===== src/rtl/product_bcd_converter.sv =====
// Sequential double-dabble converter: turns the multiplier's product magnitude and sign
// into packed BCD, one binary bit per clock, with a start/busy/done handshake.
module product_bcd_converter #(
  parameter int WIDTH  = 16,
  parameter int DIGITS = 5
) (
  input  logic                  clk,
  input  logic                  rst,
  input  logic                  start,
  input  logic [WIDTH-1:0]      mag,
  input  logic                  neg_in,
  output logic                  busy,
  output logic                  done,
  output logic [4*DIGITS-1:0]   bcd,
  output logic                  neg_out
);

  localparam int CW = (WIDTH > 1) ? $clog2(WIDTH) : 1;
  localparam logic [CW-1:0] LAST = CW'(WIDTH - 1);

  localparam logic [1:0] S_IDLE = 2'd0;
  localparam logic [1:0] S_CONV = 2'd1;
  localparam logic [1:0] S_DONE = 2'd2;

  logic [1:0]            state_q, state_d;
  logic [CW-1:0]         cnt_q, cnt_d;
  logic [WIDTH-1:0]      bin_q, bin_d;
  logic [4*DIGITS-1:0]   scr_q, scr_d;
  logic                  sign_q, sign_d;
  logic [4*DIGITS-1:0]   bcd_q, bcd_d;
  logic                  neg_q, neg_d;
  logic                  busy_q, busy_d;
  logic                  done_q, done_d;

  logic [4*DIGITS-1:0]   adj;
  logic [4*DIGITS-1:0]   shifted;

  always_comb begin
    adj = scr_q;
    for (int unsigned i = 0; i < DIGITS; i++) begin
      if (scr_q[4*i +: 4] >= 4'd5) adj[4*i +: 4] = scr_q[4*i +: 4] + 4'd3;
    end
    shifted = {adj[4*DIGITS-2:0], bin_q[WIDTH-1]};
  end

  always_comb begin
    state_d = state_q;
    cnt_d   = cnt_q;
    bin_d   = bin_q;
    scr_d   = scr_q;
    sign_d  = sign_q;
    bcd_d   = bcd_q;
    neg_d   = neg_q;
    case (state_q)
      S_IDLE: begin
        if (start) begin
          bin_d   = mag;
          // A zero magnitude never reports a negative sign.
          sign_d  = neg_in & (|mag);
          scr_d   = '0;
          cnt_d   = '0;
          state_d = S_CONV;
        end
      end
      S_CONV: begin
        scr_d = shifted;
        bin_d = {bin_q[WIDTH-2:0], 1'b0};
        cnt_d = cnt_q + CW'(1);
        if (cnt_q == LAST) begin
          bcd_d   = shifted;
          neg_d   = sign_q;
          state_d = S_DONE;
        end
      end
      S_DONE:  state_d = S_IDLE;
      default: state_d = S_IDLE;
    endcase
    busy_d = (state_d != S_IDLE);
    done_d = (state_d == S_DONE);
  end

  always_ff @(posedge clk) begin
    if (!rst) begin
      state_q <= S_IDLE;
      cnt_q   <= '0;
      bin_q   <= '0;
      scr_q   <= '0;
      sign_q  <= 1'b0;
      bcd_q   <= '0;
      neg_q   <= 1'b0;
      busy_q  <= 1'b0;
      done_q  <= 1'b0;
    end else begin
      state_q <= state_d;
      cnt_q   <= cnt_d;
      bin_q   <= bin_d;
      scr_q   <= scr_d;
      sign_q  <= sign_d;
      bcd_q   <= bcd_d;
      neg_q   <= neg_d;
      busy_q  <= busy_d;
      done_q  <= done_d;
    end
  end

  assign busy    = busy_q;
  assign done    = done_q;
  assign bcd     = bcd_q;
  assign neg_out = neg_q;

endmodule


===== config.mk =====
export PLATFORM = sky130hd
export DESIGN_NAME = product_bcd_converter
export DESIGN_NICKNAME = d
export VERILOG_FILES = /design/src/rtl/product_bcd_converter.sv
export SDC_FILE = /design/constraint.sdc
export NUM_CORES = 1
export LEC_CHECK = 0
export CORE_ASPECT_RATIO = 1.4
export CORE_UTILIZATION = 54
export DETAILED_ROUTE_END_ITERATION = 12
export PLACE_DENSITY = 0.84
export SYNTH_ARGS = -nofsm -noshare
export SYNTH_HDL_FRONTEND = slang
export SYNTH_SLANG_ARGS = --single-unit

===== constraint.sdc =====
create_clock -name clk -period 2 [get_ports clk]
set_clock_uncertainty 0.15 [all_clocks]
set_input_delay 0.4 -clock clk [delete_from_list [all_inputs] [get_ports clk]]
set_output_delay 0.4 -clock clk [all_outputs]
set_load 0.005 [all_outputs]

==> impl_metrics.toml <==
[synthesis]
yosys_top_cell_by_area = "dfxtp_1"
yosysMostFrequentCell = "dfxtp_1"
syn-instance-count = 336
synth_area_leaders = "dfxtp_1 (43%), nor3b_1 (6.1%), a21oi_1 (5.5%), o221a_2 (4.7%), ha_1 (4.5%)"
postSynthRegisterBits = 66
synth_async_sr_flop_share_pct = 0
count_of_different_cell_masters_after_synthesis = 38
yosysWarningCount = 0
number_of_enable_type_register_cells_in_the_synthesized_netlist = 0
synthesis.nets = 367
synth_top_area_share_pct = 42.8
netlist_top_cells_count = "dfxtp_1 (66), a21oi_1 (34), nand2_1 (33)"
avg_inst_size_synth_um2 = 9.19
dominantRegCellSynth = "dfxtp_1"
synthesis.area_um2 = 3090
fraction_of_the_yosys_area_taken_by_sequential_cells_pct = 42.8

[floorplan]
floorplan.initialDensity_pct = 55.9
die_x_um = 65.9
fp.dieArea_um2 = 6030
chipHeight_um = 91.5
io-pin-count = 43
design.core.area_um2 = 5530
core.rowCount = 32

[clock_network]
cts.clk_slew.worst_paths_ns = 0.07
cts_root_buf = "clkbuf_8"
cts_tree = "yes"
cts-htree-levels = 3
clock-sinks = 66
clk_latency_ns = 0.34
tritoncts.num_buffers = 9
cts_max_path_buffers = 2

[sta]
setup_violations = 0
period_share_pct = 92.7
final_hold_viol_count = 0
grt_setup_unrepaired = "no"
max_freq_mhz = 539
relSlewSlack_pct = 74.6
timing.setup.tns_ns = 0
timing.final.max_slew_violations = 0
finalWorstPathRequiredPeriod_ns = 1.85
timing_worst_slew_pin_value_ns = 0.380

[global_route]
first_pass_grt_wire_length_mm = 10.4
maximum_number_of_pins_on_one_net_before_global_route_repair = 37
first_global_vias = 2411
antenna_found_initial = 0
grt_use_total_pct = 22.4
globalRoute.totalOverflow = 0

[final_layout]
area_growth_syn_to_layout_pct = 22.4
drive_gt1_share_pct = 13.4
finish.net_count = 407
final_cells = 449
num_antenna_cells = 0
layout.core_utilization_pct = 68.4
design_area_um2 = 3780

[worst_setup_path]
startpoint_type = "flip-flop"
endpoint_kind = "flip-flop"
worst_ep_required_time_ns = 2.10
timing.setup.critical_path_class = "flip-flop to flip-flop"
timing.critical_path.arrival_ns = 1.95
cp_max_fo = 5

[drt]
drt-pass1-iter-count = 4
vias = 2533
drt_drc_violations_left = 0
wl_per_cell_um = 13.9
drtIter0Drc = 122
detail_route.wirelength_mm = 6.23
antenna_violating_nets_post_route = 0
drt-vias-per-instance = 5.64

[worst_hold_path]
hp-class = "flip-flop to flip-flop"

[place]
placement.io_buffers = 42
placed_cells_incl_taps = 433
placed_cell_area_um2 = 3560
globalplace.congestion = 0.809
dp_hpwl_mm = 4.31

[power_and_ir_drop]
clkPwrFrac_pct = 43.3
power.share.sequential_pct = 48.6
p_comb_share_pct = 8.1
switching_share_pct = 22.0
power.static_leakage_nw = 1.43
pwr_density_cell_nw_per_um2 = 745
internal-power_mw = 2.20
switching_power_uw = 620
peakVddDrop_mv = 0.618

[outcome]
status = "completed"

[run]
drv.max_cap_violation_count = 0
## power by group through the flow
stage | clock network, mW | registers [mW] | logic (mW)
after floorplan | 0 | 1.39 | 0.153
after global placement | 0 | 1.40 | 0.226
after detailed placement | 0 | 1.40 | 0.228
after CTS | 1.24 | 1.37 | 0.230
after global routing | 1.30 | 1.37 | 0.251
final | 1.22 | 1.37 | 0.228
## timing repair
action	CTS	global route
hold buffers	0	0
resized for setup	0	1
setup endpoints to repair	0	10
setup buffers	0	0
## worst max-delay path, cell delays in order, from the launching register on
cell	delay [ns]
dfxtp_1	0.34
inv_1	0.10
ha_1	0.26
nand2b_1	0.08
a21oi_1	0.24
mux2_2	0.38
o21ai_0	0.20
## per-stage QoR
stage | power (mW) | worst slack (ns) | hold WS, ns
finish | 2.82 | 0.146 | 0.327
CTS | 2.84 | 0.0612 | 0.328
global route | 2.93 | 0.0198 | 0.350
detailed placement | 1.63 | 0.0231 | 0.304
floorplan | 1.55 | 0.389 | 0.274
global placement | 1.62 | 0.0795 | 0.290
## sequential cells by signal, summed over array words and instances, names as in the netlist
| name | cells |
|---|---|
| bin_q | 16 |
| state_q | 2 |
| done | 1 |
| scr_q | 20 |
| sign_q | 1 |
| bcd | 20 |
| busy | 1 |
| cnt_q | 4 |
| neg_out | 1 |
## layer usage
layer  wire [µm]  vias to the layer above  GRT usage [%]  share of wire, %
li1            -                     1282              -                 -
met5           0                        -              0                 0
met4         133                        0           11.2               2.1
met2        3080                       48           38.0                49
met3         216                       13           4.65               3.5
met1        2800                     1190           25.7                45
## kinds of logic after synthesis
family | after synthesis | share of synthesized area [%]
compound gates | 105 | 23.6
xor+xnor | 5 | 1.42
fa+ha+maj | 11 | 4.46
buf+inv | 50 | 7.62
flops | 66 | 42.8
mux | 7 | 2.47
simple gates | 92 | 17.7
## layout by cell type (no fill, tap or decap), drive strengths merged, types with 2 or more instances in the layout
| cell | synthesis | final |
|---|---|---|
| nor2b | 10 | 10 |
| nand2 | 34 | 34 |
| dfxtp | 66 | 66 |
| o31ai | 5 | 5 |
| inv | 27 | 27 |
| bufinv | 0 | 2 |
| a32oi | 5 | 5 |
| o22ai | 10 | 10 |
| clkinv | 0 | 4 |
| nor3b | 25 | 25 |
| mux2i | 2 | 2 |
| nor4 | 4 | 4 |
| clkdlybuf4s50 | 0 | 42 |
| mux2 | 5 | 5 |
| o211a | 6 | 6 |
| nor2 | 2 | 2 |
| xnor2 | 5 | 5 |
| o221a | 15 | 15 |
| a22oi | 3 | 3 |
| ha | 11 | 11 |
| nand3 | 2 | 2 |
| nand2b | 6 | 6 |
| buf | 15 | 10 |
| o21ai | 24 | 24 |
| and2 | 3 | 3 |
| clkbuf | 8 | 10 |
| a21oi | 34 | 34 |
| nand4 | 3 | 3 |
## cell type report
| type | count | area, µm² |
|---|---|---|
| Fill cell | 450 | 1750 |
| Multi-Input combinational cell | 220 | 1530 |
| Sequential cell | 66 | 1320 |
| Timing Repair Buffer | 52 | 520 |
| Clock buffer | 10 | 138 |
| Inverter | 27 | 101 |
| Tap cell | 68 | 85.1 |
| Clock inverter | 6 | 80.1 |
## final timing paths
check        cells past startpoint                endpoint                    from  slack [ns]
max                              6  scr_q[18]$_SDFFE_PN0P_  scr_q[16]$_SDFFE_PN0P_        0.15
min                              2     bcd[6]$_SDFFE_PN0P_     bcd[6]$_SDFFE_PN0P_        0.33
max reg2reg                      6  scr_q[18]$_SDFFE_PN0P_  scr_q[16]$_SDFFE_PN0P_        0.15
min reg2reg                      2     bcd[6]$_SDFFE_PN0P_     bcd[6]$_SDFFE_PN0P_        0.33
No activity file was read; power rests on OpenSTA's default activity.
